<file path="config.mk">
export PLATFORM = sky130hd
export DESIGN_NAME = vip_matrix_window_ctrl
export DESIGN_NICKNAME = d
export VERILOG_FILES = /design/src/rtl/vip_matrix_window_ctrl.sv
export SDC_FILE = /design/constraint.sdc
export NUM_CORES = 1
export LEC_CHECK = 0
export ABC_AREA = 1
export BUFFER_PORTS_ARGS = -buffer_cell sky130_fd_sc_hd__buf_2
export CAP_MARGIN = 40
export CORE_MARGIN = 10
export CORE_UTILIZATION = 58
export DETAILED_ROUTE_END_ITERATION = 8
export PLACE_DENSITY = 0.81
export SYNTH_ARGS = -nofsm -noshare
export SYNTH_HDL_FRONTEND = slang
export SYNTH_SLANG_ARGS = --single-unit
</file>
<file path="constraint.sdc">
create_clock -name clk -period 5.6 [get_ports clk]
set_input_delay 0.84 -clock clk [delete_from_list [all_inputs] [get_ports clk]]
set_output_delay 0.84 -clock clk [all_outputs]
set_load 0.01 [all_outputs]
</file>
<file path="src/rtl/vip_matrix_window_ctrl.sv">
`default_nettype none
// ============================================================================
// Module      : vip_matrix_window_ctrl
// Description : Sequencer in front of the 3x3 Bayer matrix generator.
//               Forwards the sensor stream to the generator with one cycle
//               of latency and tracks input frame/line position. After the
//               last sensor line it injects one all-zero flush line so the
//               generator emits the windows centred on the bottom row. On
//               the generator's return side it counts position and qualifies
//               complete 3x3 windows, their centre coordinates and borders.
// Revision    : 1.0 - initial release
// ----------------------------------------------------------------------------
// Ports
//   clk, rst                 pixel clock, synchronous active-high reset
//   cfg_en                   enable, sampled on the frame-start vsync edge
//   per_frame_*/per_img_y    sensor vsync/href/clken/pixel
//   gen_frame_*/gen_img_y    stream to the generator (sensor or flush line)
//   mat_frame_href/clken     timing returned by the generator
//   win_valid, win_x, win_y  complete-window qualifier and centre position
//   bdr_top/bot/left/right   centre lies on the corresponding image border
//   busy, frame_done         sequencer active / end-of-frame pulse
//   err_len, err_ovr         sticky length and overrun errors
// ============================================================================
module vip_matrix_window_ctrl #(
    parameter int IMG_W     = 640,
    parameter int IMG_H     = 480,
    parameter int CW        = 12,
    parameter int FLUSH_GAP = 16
) (
    input  logic          clk,
    input  logic          rst,
    input  logic          cfg_en,
    input  logic          per_frame_vsync,
    input  logic          per_frame_href,
    input  logic          per_frame_clken,
    input  logic [7:0]    per_img_y,
    output logic          gen_frame_vsync,
    output logic          gen_frame_href,
    output logic          gen_frame_clken,
    output logic [7:0]    gen_img_y,
    input  logic          mat_frame_href,
    input  logic          mat_frame_clken,
    output logic          win_valid,
    output logic [CW-1:0] win_x,
    output logic [CW-1:0] win_y,
    output logic          bdr_top,
    output logic          bdr_bot,
    output logic          bdr_left,
    output logic          bdr_right,
    output logic          busy,
    output logic          frame_done,
    output logic          err_len,
    output logic          err_ovr
);

    // Flush sequence: gap, IMG_W strobed pixels, gap
    localparam int c_FL_TOT = 2 * FLUSH_GAP + IMG_W;
    localparam int c_FLW    = $clog2(c_FL_TOT + 1);

    localparam logic [CW-1:0]    c_ONE     = CW'(1);
    localparam logic [CW-1:0]    c_W       = CW'(IMG_W);
    localparam logic [CW-1:0]    c_W_M1    = CW'(IMG_W - 1);
    localparam logic [CW-1:0]    c_H       = CW'(IMG_H);
    localparam logic [CW-1:0]    c_CMAX    = {CW{1'b1}};
    localparam logic [c_FLW-1:0] c_FL_HS   = c_FLW'(FLUSH_GAP);
    localparam logic [c_FLW-1:0] c_FL_HE   = c_FLW'(FLUSH_GAP + IMG_W);
    localparam logic [c_FLW-1:0] c_FL_LAST = c_FLW'(c_FL_TOT - 1);

    typedef enum logic [1:0] {
        S_IDLE   = 2'd0,
        S_ACTIVE = 2'd1,
        S_FLUSH  = 2'd2,
        S_DONE   = 2'd3
    } state_t;

    state_t r_state;
    state_t w_state_nxt;

    logic             r_in_href;
    logic [CW-1:0]    r_in_col;
    logic [CW-1:0]    r_in_row;
    logic [c_FLW-1:0] r_fl_cnt;
    logic             r_mat_href;
    logic [CW-1:0]    r_oc;
    logic [CW-1:0]    r_or;

    logic             w_vs_rise;
    logic             w_in_fall;
    logic             w_in_pix;
    logic [CW-1:0]    w_in_row_inc;
    logic             w_active;
    logic             w_last_line;
    logic             w_fl_end;
    logic             w_fl_href;
    logic             w_use_flush;
    logic             w_mat_fall;
    logic             w_len_err;
    logic             w_ovr_err;

    // ------------------------------------------------------------------
    // Event decode. gen_frame_vsync doubles as the previous vsync sample.
    // ------------------------------------------------------------------
    assign w_vs_rise    = per_frame_vsync & ~gen_frame_vsync;
    assign w_in_fall    = r_in_href & ~per_frame_href;
    assign w_in_pix     = per_frame_href & per_frame_clken;
    assign w_in_row_inc = (r_in_row == c_CMAX) ? r_in_row : r_in_row + c_ONE;
    // A vsync restart pre-empts every other input-side event that cycle
    assign w_active     = (r_state == S_ACTIVE) & ~w_vs_rise;
    assign w_last_line  = w_active & w_in_fall & (w_in_row_inc >= c_H);
    assign w_fl_end     = (r_state == S_FLUSH) & (r_fl_cnt == c_FL_LAST);
    assign w_fl_href    = (r_fl_cnt >= c_FL_HS) & (r_fl_cnt < c_FL_HE);
    assign w_use_flush  = (r_state == S_FLUSH) & ~w_vs_rise;
    assign w_mat_fall   = r_mat_href & ~mat_frame_href & ~w_vs_rise;

    assign w_len_err = (w_active & w_in_fall & (r_in_col != c_W))
                     | (w_active & w_in_fall & (r_in_row == c_CMAX))
                     | (w_active & ~w_in_fall & w_in_pix & (r_in_col == c_CMAX))
                     | (w_last_line & (w_in_row_inc != c_H));

    assign w_ovr_err = (w_vs_rise & (r_state != S_IDLE))
                     | ((r_state == S_FLUSH) & per_frame_clken);

    // ------------------------------------------------------------------
    // Sequencer FSM
    // ------------------------------------------------------------------
    always_ff @(posedge clk) begin
        if (rst) begin
            r_state <= S_IDLE;
        end else begin
            r_state <= w_state_nxt;
        end
    end

    always_comb begin
        w_state_nxt = r_state;
        if (w_vs_rise) begin
            w_state_nxt = cfg_en ? S_ACTIVE : S_IDLE;
        end else begin
            case (r_state)
                S_ACTIVE: if (w_last_line) w_state_nxt = S_FLUSH;
                S_FLUSH:  if (w_fl_end)    w_state_nxt = S_DONE;
                S_DONE:   if (frame_done)  w_state_nxt = S_IDLE;
                default:  w_state_nxt = r_state;
            endcase
        end
    end

    assign busy = (r_state != S_IDLE);

    // ------------------------------------------------------------------
    // Input-side position counters (saturating)
    // ------------------------------------------------------------------
    always_ff @(posedge clk) begin
        if (rst) begin
            r_in_href <= 1'b0;
            r_in_col  <= '0;
            r_in_row  <= '0;
        end else begin
            r_in_href <= per_frame_href;
            if (w_vs_rise) begin
                r_in_col <= '0;
                r_in_row <= '0;
            end else if (w_active) begin
                if (w_in_fall) begin
                    r_in_col <= '0;
                    r_in_row <= w_in_row_inc;
                end else if (w_in_pix && (r_in_col != c_CMAX)) begin
                    r_in_col <= r_in_col + c_ONE;
                end
            end
        end
    end

    // Flush-line position; idles at zero outside FLUSH
    always_ff @(posedge clk) begin
        if (rst) begin
            r_fl_cnt <= '0;
        end else if (w_use_flush && !w_fl_end) begin
            r_fl_cnt <= r_fl_cnt + 1'b1;
        end else begin
            r_fl_cnt <= '0;
        end
    end

    // ------------------------------------------------------------------
    // Generator feed: sensor stream, or the synthetic flush line
    // ------------------------------------------------------------------
    always_ff @(posedge clk) begin
        if (rst) begin
            gen_frame_vsync <= 1'b0;
            gen_frame_href  <= 1'b0;
            gen_frame_clken <= 1'b0;
            gen_img_y       <= 8'd0;
        end else begin
            gen_frame_vsync <= per_frame_vsync;
            if (w_use_flush) begin
                gen_frame_href  <= w_fl_href;
                gen_frame_clken <= w_fl_href;
                gen_img_y       <= 8'd0;
            end else begin
                gen_frame_href  <= per_frame_href;
                gen_frame_clken <= per_frame_clken;
                gen_img_y       <= per_img_y;
            end
        end
    end

    // ------------------------------------------------------------------
    // Output-side position counters. or reaches IMG_H on the flush line
    // and wraps to 0 when that line ends.
    // ------------------------------------------------------------------
    always_ff @(posedge clk) begin
        if (rst) begin
            r_mat_href <= 1'b0;
            r_oc       <= '0;
            r_or       <= '0;
            frame_done <= 1'b0;
        end else begin
            r_mat_href <= mat_frame_href;
            frame_done <= w_mat_fall & (r_or == c_H);
            if (w_vs_rise) begin
                r_oc <= '0;
                r_or <= '0;
            end else if (w_mat_fall) begin
                r_oc <= '0;
                r_or <= (r_or >= c_H) ? '0 : r_or + c_ONE;
            end else if (mat_frame_href && mat_frame_clken && (r_oc < c_W_M1)) begin
                r_oc <= r_oc + c_ONE;
            end
        end
    end

    // Window centre lags the newest column/row by one
    assign win_valid = mat_frame_clken & mat_frame_href & (r_oc != '0) & (r_or != '0);
    assign win_x     = win_valid ? (r_oc - c_ONE) : '0;
    assign win_y     = win_valid ? (r_or - c_ONE) : '0;
    assign bdr_top   = win_valid & (r_or == c_ONE);
    assign bdr_bot   = win_valid & (r_or == c_H);
    assign bdr_left  = win_valid & (r_oc == c_ONE);
    assign bdr_right = win_valid & (r_oc == c_W_M1);

    // ------------------------------------------------------------------
    // Sticky errors
    // ------------------------------------------------------------------
    always_ff @(posedge clk) begin
        if (rst) begin
            err_len <= 1'b0;
            err_ovr <= 1'b0;
        end else begin
            if (w_len_err) err_len <= 1'b1;
            if (w_ovr_err) err_ovr <= 1'b1;
        end
    end

endmodule
`default_nettype wire

</file>
======== Word level (Yosys, flattened, before mapping) ========
Cells that the tools add are included.
word-level totals
  input port bits ......................... 16
  word-level logic and storage cells ...... 111
  flip-flop bits (word level) ............. 76
  output and inout port bits .............. 44
cells by class
  bitwise operators ....................... 37
  magnitude comparators ................... 5
  muxes and demuxes ....................... 14
  add/sub/neg operators ................... 7
  equality and inequality tests ........... 16
  reductions and logical operators ........ 17
operator list
  kind                                                                                  count
  12-bit 2-to-1 mux                                                                     6
  12-bit by 1-bit adder with 12-bit output, second input constant                       4
  1-bit bitwise AND                                                                     27
  12-bit by 1-bit == test with 1-bit output, second input constant                      2
  12-bit == test, second input constant                                                 2
  12-bit by 9-bit greater-or-equal comparator with 1-bit output, second input constant  2
  12-bit nonzero test                                                                   2
  12-bit by 1-bit subtractor with 12-bit output, second input constant                  2
  12-bit by 10-bit == test with 1-bit output, second input constant                     1
  12-bit by 9-bit == test with 1-bit output, second input constant                      1
  12-bit by 10-bit < comparator with 1-bit output, second input constant                1
  12-bit by 10-bit inequality test with 1-bit output, second input constant             1
  12-bit inequality test, second input constant                                         1
  12-bit by 9-bit inequality test with 1-bit output, second input constant              1
  10-bit by 1-bit adder with 10-bit output, second input constant                       1
  10-bit == test, second input constant                                                 1
  10-bit by 5-bit greater-or-equal comparator with 1-bit output, second input constant  1
  10-bit < comparator, second input constant                                            1
  3-bit inequality test, second input constant                                          3
  2-bit 2-to-1 mux                                                                      4
  1-bit NOT                                                                             6
  2-bit one-hot mux with 3 select lines                                                 1
  2-bit OR reduction                                                                    3
  2-bit == test, second input constant                                                  2
  10 further kinds                                                                      20

======== Logic depth before layout (Yosys ltp) ========
Gate-level depths: netlist (run 1).
  depth after elaboration ................. 9
  depth in mapped cells ................... 15
  depth with buffers taken out ............ 15

======== Worst setup path before layout (run 1) ========
No wires, ideal clock.
  path type ............................... register to output
  from .................................... register r_oc[0]
  to ...................................... output win_x[11]
  arrival ................................. 1.652 ns
  data required time ...................... 4.760 ns
  stages on the path, launching flop included .. 12
  setup slack ............................. 3.108 ns
  buffers on the path ..................... 0
  cell sequence ........................... dfxtp_1 inv_1 ha_1 nand2_2 nor2_1 inv_1 nor2_2 nand3_2 o21ai_2 inv_2 o21ai_0 a21oi_1
on the way
  word-level cells in the longest chain between the ends .. 4
  elaborated cells between the ends (all ways) .. 5
  classes of those cells .................. add/sub: 1; mux: 1; bitwise: 2; reduce/logical: 1
ends and longest elaborated chain
  item                            line  text
  start, declared                 84    logic [CW-1:0] r_oc;
  start signal, assigned          228   r_oc <= r_oc + c_ONE;
  12-bit nonzero test             234   assign win_valid = mat_frame_clken & mat_frame_href & (r_oc != '0) & (r_or != '0);
  1-bit bitwise AND (2 in a row)  234
  net win_valid                   43    output logic win_valid,
  12-bit 2-to-1 mux               235   assign win_x = win_valid ? (r_oc - c_ONE) : '0;
  end, declared                   44    output logic [CW-1:0] win_x,
The timed path passes the listed nets, and every way through them passes these cells.

======== Final worst setup path (run 1) ========
  from .................................... register r_or[0]
  to ...................................... output win_x[11]
on the way
  word-level cells in the longest chain between the ends .. 3
ends and longest elaborated chain
  item                    line  text
  start, declared         85    logic [CW-1:0] r_or;
  start signal, assigned  226   r_or <= (r_or >= c_H) ? '0 : r_or + c_ONE;
  12-bit nonzero test     234
  1-bit bitwise AND       234
  12-bit 2-to-1 mux       235
No other way between the ends.

==> flow_metrics.py, run 1 <==
metrics = {
    "final_layout": {
        "area_growth_pct": 15.5,
        "nNetsFinal": 700,
        "num-fill-cells": 626,
        "diodes": 0,
        "layout-drive-gt1-share_pct": 17.1,
        "mostFrequentLayoutCells": "inv_1, nor2_1, nand2_1",
        "multiInputGateArea_um2": 2270,
        "layout_commonest_cell": "inv_1",
        "ff_latch_area_um2": 1520,
        "finalInstanceArea_um2": 4870,
        "final_core_util_pct": 67.9,
    },
    "power_and_ir_drop": {
        "vdd_drop_max_mv": 0.132,
        "p_per_area_nw_per_um2": 255,
        "p_leak_uw": 0.00223,
    },
    "placement": {
        "port_buffers": 59,
        "routabilityCongestion": 0.996,
        "placed_area_um2": 4610,
        "hpwl_um": 8130,
        "place_ws_ps": 2750,
    },
    "setup_path": {
        "cpMaxStageDelayCell": "dfxtp_1",
        "path_buf_inv": 5,
        "critPathLaunchType": "flip-flop",
        "ff2ff_setup_slack_ps": 3430,
        "crit_path_end_kind": "output port",
        "cp_top_family": "buffers and inverters",
        "rr_worst_depth": 8,
        "cp.arrival_ps": 2370,
        "crit_start": "r_or[0]",
        "cpPeakStageDelay_ps": 420,
        "timing.rr.end": "r_in_row[2]",
        "worstReg2RegStart": "gen_frame_vsync",
        "worst_ep_required_time_ps": 4760,
        "cp_cell_sequence": "inv_1, ha_1, nand2_1, nor2_1, inv_1, nor2_1, a21oi_1, o21ai_2, buf_8, inv_2, o21ai_0, a21oi_1, buf_2",
        "cp.depth": 13,
        "crit_type": "reg2out",
        "path_max_fanout": 26,
        "crit_path_end": "win_x[11]",
    },
    "cts": {
        "cts.sinks": 76,
        "cts_htree_levels": 3,
        "clockRootBuffer": "clkbuf_8",
        "cts_tree": "built",
        "post-cts-setup-buffers": 0,
        "path_clk_slew_ps": 80,
        "cts-resized-gates": 0,
        "cts_buffers": 9,
        "clk_latency_ps": 350,
        "cts_hold_buf": 0,
        "cts_max_path_buffers": 2,
    },
    "sta": {
        "finalSetupViolCount": 0,
        "finalHoldViolations": 0,
        "finalMaxSlewViolations": 0,
        "slew_headroom_pct": 46.2,
        "worst_pin_slew_ps": 801,
        "holdWs_ps": 468,
        "layout_min_cycle_time_ps": 3210,
        "finClkSkew_ps": 12.4,
        "fin_setup_tns_ps": 0,
        "finalCritPeriodShare_pct": 57.3,
        "max_freq_ghz": 0.311,
        "rsz0062_at_grt": "false",
        "setup_ws_ps": 2390,
    },
    "drt": {
        "antenna_left": 0,
        "drtIter0Drc": 281,
        "wirelength_um": 10800,
        "route.detailed.drc": 0,
        "vias_per_cell": 5.35,
        "num_vias": 4158,
        "wl_per_cell_um": 13.9,
        "drt-pass1-iter-count": 5,
    },
    "die": {
        "row_count": 31,
        "start_util_pct": 58.8,
        "die_area_um2": 11100,
        "die_h_um": 105,
        "die_x_um": 105,
        "fp.coreArea_um2": 7180,
        "pin_count": 60,
    },
    "synthesis": {
        "synthDistinctLibCells": 41,
        "syn_avg_cell_area_um2": 6.93,
        "syn_area_um2": 4220,
        "seq_area_frac_synth_pct": 36.1,
        "synth_cells": 609,
        "ys_ff_latch": 76,
        "ys_warn_count": 0,
        "syn-num-nets": 636,
    },
    "grt": {
        "grtUsageTotal_pct": 19.4,
        "grt_pass1_vias": 4036,
        "grt_antenna_before_repair": 0,
        "grt_pass1_wl_um": 18300,
        "overflow": 0,
        "grt_max_degree": 27,
    },
    "status": {
        "status": "finished, final reports clean",
    },
    "min_path": {
        "hold_path.class": "reg2reg",
    },
    "job": {
        "maxCapViolCount": 0,
    },
}
cell usage after synthesis, drive strengths merged:
cell     count  share of area, %
a211oi       6               1.2
a21oi       38               4.5
a311oi       1              0.21
a31oi        4              0.59
a32o         1              0.24
a41oi        1              0.21
and2         1              0.15
buf          4              0.77
clkbuf       3              0.27
clkinv       1              0.12
dfxtp       76                36
ha          11               3.3
inv        101               9.0
nand2      103                10
nand3       38               5.0
nand3b       2              0.36
nand4       12               1.8
nor2       106                11
nor3        29               3.8
nor3b        3              0.53
nor4         6              0.89
o2111ai      1              0.21
o211ai       2              0.36
o21a         2              0.36
o21ai       31               3.9
o22ai        4              0.59
o31ai        1              0.18
or2          2              0.30
xnor2        2              0.42
xor2        17               3.5
per-layer routing:
layer  wire length, um  GRT usage, %  vias to the layer above
met5                 0             0                        -
met3               672          5.97                       26
li1                  -             -                     2107
met1              4660          22.6                     1898
met4               208          7.35                        0
met2              5260          32.6                      127
flip-flops by register name (all words and copies together), names as in the netlist:
signal	count
r_fl_cnt	10
err_len	1
r_oc	12
gen_frame_href	1
r_in_row	12
frame_done	1
gen_img_y	8
r_mat_href	1
r_state	2
r_or	12
err_ovr	1
gen_frame_vsync	1
r_in_col	12
r_in_href	1
gen_frame_clken	1
stage by stage:
step                      total power, uW  std cells
after floorplan                       665        609
after global placement                702        760
after detailed placement              707        761
after CTS                            1250        777
after global routing                 1290        777
final                                1240        777
worst min-delay path by stage:
stage | from | slack [ps] | depth (start not counted) | to
finish | r_fl_cnt[0] | 470 | 1 | r_fl_cnt[0]
floorplan | r_fl_cnt[0] | 430 | 1 | r_fl_cnt[0]
global placement | r_fl_cnt[0] | 440 | 1 | r_fl_cnt[0]
detailed placement | r_fl_cnt[0] | 450 | 1 | r_fl_cnt[0]
global route | r_in_col[10] | 490 | 2 | r_in_col[10]
CTS | r_fl_cnt[0] | 470 | 1 | r_fl_cnt[0]
worst reg2reg max path, stage by stage, from the launching register on:
cell,delay (ps)
dfxtp_1,400
nor2_4,100
inv_2,80
nand2_1,130
nor2_4,270
inv_1,160
nand2_1,390
inv_1,290
a32o_1,260
report_power, final:
group	internal (uW)	leakage (uW)	total, uW	switching (uW)
registers	557	0.000616	567	9.62
logic	41.1	0.00149	128	87.0
clock network	342	0.000127	547	205
final cells by class:
class	count	area share [%]
multi-input combinational	424	46.6
sequential	76	31.2
inverter	102	7.88
timing repair buffer	60	6.37
clock inverter	6	2.80
clock buffer	10	2.62
tap	99	2.54
kinds of logic after synthesis:
logic type,count (synthesis),share of synthesized area [%]
AND/OR/NAND/NOR,302,34.1
buffers and inverters,109,10.1
AO/OA/AOI/OAI,92,12.5
flip-flops,76,36.1
XOR/XNOR,19,3.94
adder cells (fa/ha/maj),11,3.26
No activity file was read; power rests on OpenSTA's default activity.
==> run 2, diff against run 1 <==
==> constraint.sdc (replaced) <==
create_clock -name clk -period 3.2 [get_ports clk]
set_input_delay 0.48 -clock clk [delete_from_list [all_inputs] [get_ports clk]]
set_output_delay 0.48 -clock clk [all_outputs]
set_load 0.01 [all_outputs]
==> run 2 against run 1 <==
Setup slack worse by 2200 ps. Sequential share of layout area is 0.15 points higher. Clock power grew 64%. Combinational power is 74% higher. Global-route usage decreased by 1.3 points. Non-clock buffer count unchanged.
==> flow_metrics.py, run 2 (same netlist as run 1, synthesis figures left out) <==
metrics = {
    "die": {
        "pin_count": 60,
        "fp.coreArea_um2": 7180,
        "die_x_um": 105,
        "row_count": 31,
        "die_area_um2": 11100,
        "start_util_pct": 58.8,
        "die_h_um": 105,
    },
    "sta": {
        "slew_headroom_pct": 47.3,
        "worst_pin_slew_ps": 785,
        "rsz0062_at_grt": "false",
        "layout_min_cycle_time_ps": 2980,
        "finClkSkew_ps": 7.93,
        "max_freq_ghz": 0.336,
        "fin_setup_tns_ps": 0,
        "finalSetupViolCount": 0,
        "finalMaxSlewViolations": 0,
        "finalCritPeriodShare_pct": 93.0,
        "finalHoldViolations": 0,
    },
    "grt": {
        "grt_pass1_vias": 3792,
        "grtUsageTotal_pct": 18.1,
        "grt_max_degree": 17,
        "grt_pass1_wl_um": 17100,
        "grt_antenna_before_repair": 0,
        "overflow": 0,
    },
    "min_path": {
        "worstHoldStart": "per_img_y[7]",
        "hold_path.class": "in2reg",
        "holdPathStages": 3,
    },
    "cts": {
        "cts_htree_levels": 3,
        "post-cts-setup-buffers": 0,
        "clockRootBuffer": "clkbuf_8",
        "cts_hold_buf": 0,
        "cts_max_path_buffers": 2,
        "cts_buffers": 9,
        "cts_tree": "built",
        "clk_latency_ps": 350,
        "path_clk_slew_ps": 80,
        "cts.sinks": 76,
        "cts-resized-gates": 0,
    },
    "final_layout": {
        "layout-drive-gt1-share_pct": 17.3,
        "instances_no_fill": 777,
        "layout_commonest_cell": "inv_1",
        "nNetsFinal": 700,
        "area_growth_pct": 14.9,
        "final_core_util_pct": 67.6,
        "mostFrequentLayoutCells": "inv_1, nor2_1, nand2_1",
        "diodes": 0,
        "num-fill-cells": 638,
    },
    "job": {
        "maxCapViolCount": 0,
    },
    "placement": {
        "routabilityCongestion": 1.01,
        "port_buffers": 59,
        "place_inst": 761,
        "hpwl_um": 8020,
    },
    "setup_path": {
        "crit_start": "r_oc[0]",
        "worst_ep_required_time_ps": 2720,
        "path_max_fanout": 16,
        "worstReg2RegStart": "gen_frame_vsync",
        "ff2ff_setup_slack_ps": 1100,
        "crit_path_end_kind": "output port",
        "crit_type": "reg2out",
        "critPathLaunchType": "flip-flop",
        "rr_worst_depth": 8,
        "cp.arrival_ps": 2500,
    },
    "power_and_ir_drop": {
        "p_sw_uw": 540,
        "internal_power_uw": 1570,
        "p_clk_share_pct": 42.4,
        "p_per_area_nw_per_um2": 435,
        "p_leak_uw": 0.00222,
        "vdd_drop_max_mv": 0.289,
        "power_switching_share_pct": 25.6,
        "seq_power_share_pct": 47.0,
        "finalPower_uw": 2110,
        "p_comb_share_pct": 10.6,
    },
    "status": {
        "status": "finished, final reports clean",
    },
    "drt": {
        "route.detailed.drc": 0,
        "drtIter0Drc": 296,
        "wl_per_cell_um": 13.2,
        "vias_per_cell": 5.30,
        "drt-pass1-iter-count": 5,
        "num_vias": 4118,
        "antenna_left": 0,
        "wirelength_um": 10300,
    },
}
## run 2: cell count changes in the layout (fill, tap and decap cells not counted)
cell	delta
clkinv_4	+1
clkbuf_1	-1
inv_6	+1
buf_4	+1
buf_8	-1
bufinv_16	-1
## run 2: per-stage QoR
| stage | instance area, um2 | hold WS (ps) | setup slack [ps] |
|---|---|---|---|
| floorplan | 4220 | 430 | 1070 |
| detailed placement | 4600 | 448 | 603 |
| CTS | 4850 | 321 | 219 |
| global placement | 4600 | 443 | 708 |
| global route | 4850 | 325 | 5.83 |
| finish | 4850 | 333 | 224 |
## run 2: final timing paths
kind	to
worst max-delay path	win_x[9]
worst max register to register	r_in_row[2]
worst min-delay path	gen_img_y[7]
worst min register to register	r_fl_cnt[0]
## run 2: layer usage
metal	track usage, %	routed length, um
met1	21.4	4530
met2	30.8	4890
met3	4.14	632
met4	7.55	207
met5	0	0
## run 2: power groups by stage
stage               clock (uW)  sequential, uW  combinational (uW)
floorplan                    0            1020                 142
global placement             0            1010                 217
detailed placement           0            1010                 222
CTS                        911             992                 223
global route               955             996                 251
finish                     896             992                 223
## run 2: final cells by class
cell class | instances | area (um2) | share of cell area [%]
clock buffers | 9 | 124 | 2.55
inverters | 102 | 384 | 7.92
flip-flops and latches | 76 | 1520 | 31.4
multi-input cells | 424 | 2270 | 46.8
repair buffers | 60 | 303 | 6.24
clock inverters | 7 | 124 | 2.55
well taps | 99 | 124 | 2.55
## run 2: worst max-delay path, stage by stage, from the launching register on
cell and delay (ps):
dfxtp_1 360, inv_1 130, ha_1 190, nand2_2 70, nor2_1 120, inv_1 80, nor2_2 170, nand3_2 120
o21ai_2 380, buf_4 290, nor3_1 80, buf_2 140
==> run 3, diff against run 2 <==
==> constraint.sdc (replaced) <==
create_clock -name clk -period 3 [get_ports clk]
set_input_delay 0.45 -clock clk [delete_from_list [all_inputs] [get_ports clk]]
set_output_delay 0.45 -clock clk [all_outputs]
set_load 0.01 [all_outputs]
==> run 3 against run 2 <==
Total power is 0.69% lower. Final cell count grew 0.64%. Clock skew increased by 1.5 ps. Count of clock-buffer cells in the layout is the same. Die area is the same. Non-clock buffer count grew 5. Register-to-register slack got worse by 160 ps. Core utilization increased by 0.12 points. Cell area increased by 0.18%. Critical endpoint is now bdr_left.
==> flow_metrics.py, run 3 (same netlist as run 1, synthesis figures left out) <==
metrics = {
    "status": {
        "status": "finished, final reports clean",
    },
    "setup_path": {
        "worst_ep_required_time_ps": 2550,
        "cpMaxStageDelayCell": "dfxtp_1",
        "crit_type": "reg2out",
        "cp.arrival_ps": 2360,
        "critPathLaunchType": "flip-flop",
        "path_max_fanout": 16,
        "crit_path_end_kind": "output port",
        "cp_cell_sequence": "inv_1, ha_1, nand2_1, nor2_1, inv_1, nor2_1, a21oi_1, o21ai_4, buf_12, nor4_1, buf_2",
        "cpPeakStageDelay_ps": 450,
    },
    "cts": {
        "clk_latency_ps": 350,
        "cts_max_path_buffers": 2,
        "cts_hold_buf": 0,
        "cts.sinks": 76,
        "path_clk_slew_ps": 90,
        "cts_buffers": 9,
        "cts_tree": "built",
        "cts_htree_levels": 3,
        "clockRootBuffer": "clkbuf_8",
    },
    "job": {
        "maxCapViolCount": 0,
    },
    "sta": {
        "finalMaxSlewViolations": 0,
        "holdWs_ps": 303,
        "finClkSkew_ps": 9.46,
        "rsz0062_at_grt": "false",
        "worst_pin_slew_ps": 628,
        "fin_setup_tns_ps": 0,
        "finalHoldViolations": 0,
        "layout_min_cycle_time_ps": 2810,
        "finalCritPeriodShare_pct": 93.8,
        "slew_headroom_pct": 57.9,
        "max_freq_ghz": 0.356,
        "finalSetupViolCount": 0,
    },
    "die": {
        "die_h_um": 105,
        "fp.coreArea_um2": 7180,
        "die_x_um": 105,
        "die_area_um2": 11100,
        "pin_count": 60,
        "row_count": 31,
        "start_util_pct": 58.8,
    },
    "drt": {
        "route.detailed.drc": 0,
        "wl_met3_um": 729,
        "wl_per_cell_um": 13.6,
        "drtIter0Drc": 258,
        "drt-pass1-iter-count": 6,
        "antenna_left": 0,
        "wl_met1_um": 4570,
        "wirelength_um": 10600,
        "wl_met2_um": 5180,
        "top_layer": "met4",
        "num_vias": 4180,
        "vias_per_cell": 5.35,
    },
    "placement": {
        "place_inst": 763,
        "hpwl_um": 8230,
        "routabilityCongestion": 0.991,
        "port_buffers": 59,
    },
    "power_and_ir_drop": {
        "finalPower_uw": 2100,
        "vdd_drop_max_mv": 0.245,
        "p_leak_uw": 0.00222,
        "p_per_area_nw_per_um2": 431,
    },
    "final_layout": {
        "instances_no_fill": 782,
        "layout-drive-gt1-share_pct": 18.0,
        "mostFrequentLayoutCells": "inv_1, nor2_1, nand2_1",
        "nNetsFinal": 705,
        "area_growth_pct": 15.2,
        "diodes": 0,
    },
    "min_path": {
        "hold_path.class": "in2reg",
    },
    "grt": {
        "grt_max_degree": 17,
        "grt_pass1_wl_um": 17500,
        "grtUsageTotal_pct": 18.4,
        "grt_antenna_before_repair": 0,
        "grt_pass1_vias": 3933,
        "overflow": 0,
    },
}
-- run 3: cell types whose count changed in the layout (fill, tap and decap cells not counted), moves of 2 or more --
cell	change
buf_4	+4
bufinv_16	-2
clkinv_4	-2
clkinvlp_4	+2
-- run 3: stage by stage --
| step | setup WS (ps) | cell area, um2 | util (%) |
|---|---|---|---|
| floorplan | 898 | 4220 | - |
| global placement | 570 | 4630 | 64.5 |
| detailed placement | 474 | 4630 | 64.5 |
| CTS | 79.2 | 4830 | 67.3 |
| global route | 54.3 | 4860 | 67.7 |
| finish | 187 | 4860 | 67.7 |
-- run 3: final cells by class --
type | instances | area [um2]
fill | 655 | 2320
multi-input combinational | 424 | 2280
sequential | 76 | 1520
inverter | 102 | 384
timing repair buffer | 65 | 353
clock buffer | 9 | 124
tap | 99 | 124
clock inverter | 7 | 75.1
-- run 3: path summary, 6_finish.rpt --
check / endpoint / slack, ps / startpoint / cells after the start
min: gen_img_y[2] / 300 / per_img_y[2] / 3
max reg2reg: r_state[0] / 940 / r_in_row[0] / 14
min reg2reg: r_in_col[10] / 470 / r_in_col[10] / 2
max: bdr_left / 190 / r_or[0] / 11
-- run 3: layer usage --
metal / vias to the layer above / global-route usage, %
met5: - / 0
met4: 0 / 5.29
li1: 2119 / -
met1: 1907 / 21.6
met3: 16 / 5.18
met2: 138 / 32.1
-- run 3: what timing repair did --
| item | 4_1_cts | 5_1_grt |
|---|---|---|
| resized for setup | 0 | 2 |
| setup buffers | 0 | 3 |
| setup endpoints to repair | 0 | 24 |
-- run 3: critical path: cells and delay by family (launching register included) --
family	cells	cell delay [ps]
buffers and inverters	4	570
DFF	1	450
adders and majority gates	1	220
AOI/OAI and AO/OA	2	370
and+or+nand+nor	4	390
-- run 3: report_power, final --
part	internal [uW]	switching, uW
Clock	388	404
Combinational	80.5	165
Sequential	1040	17.6
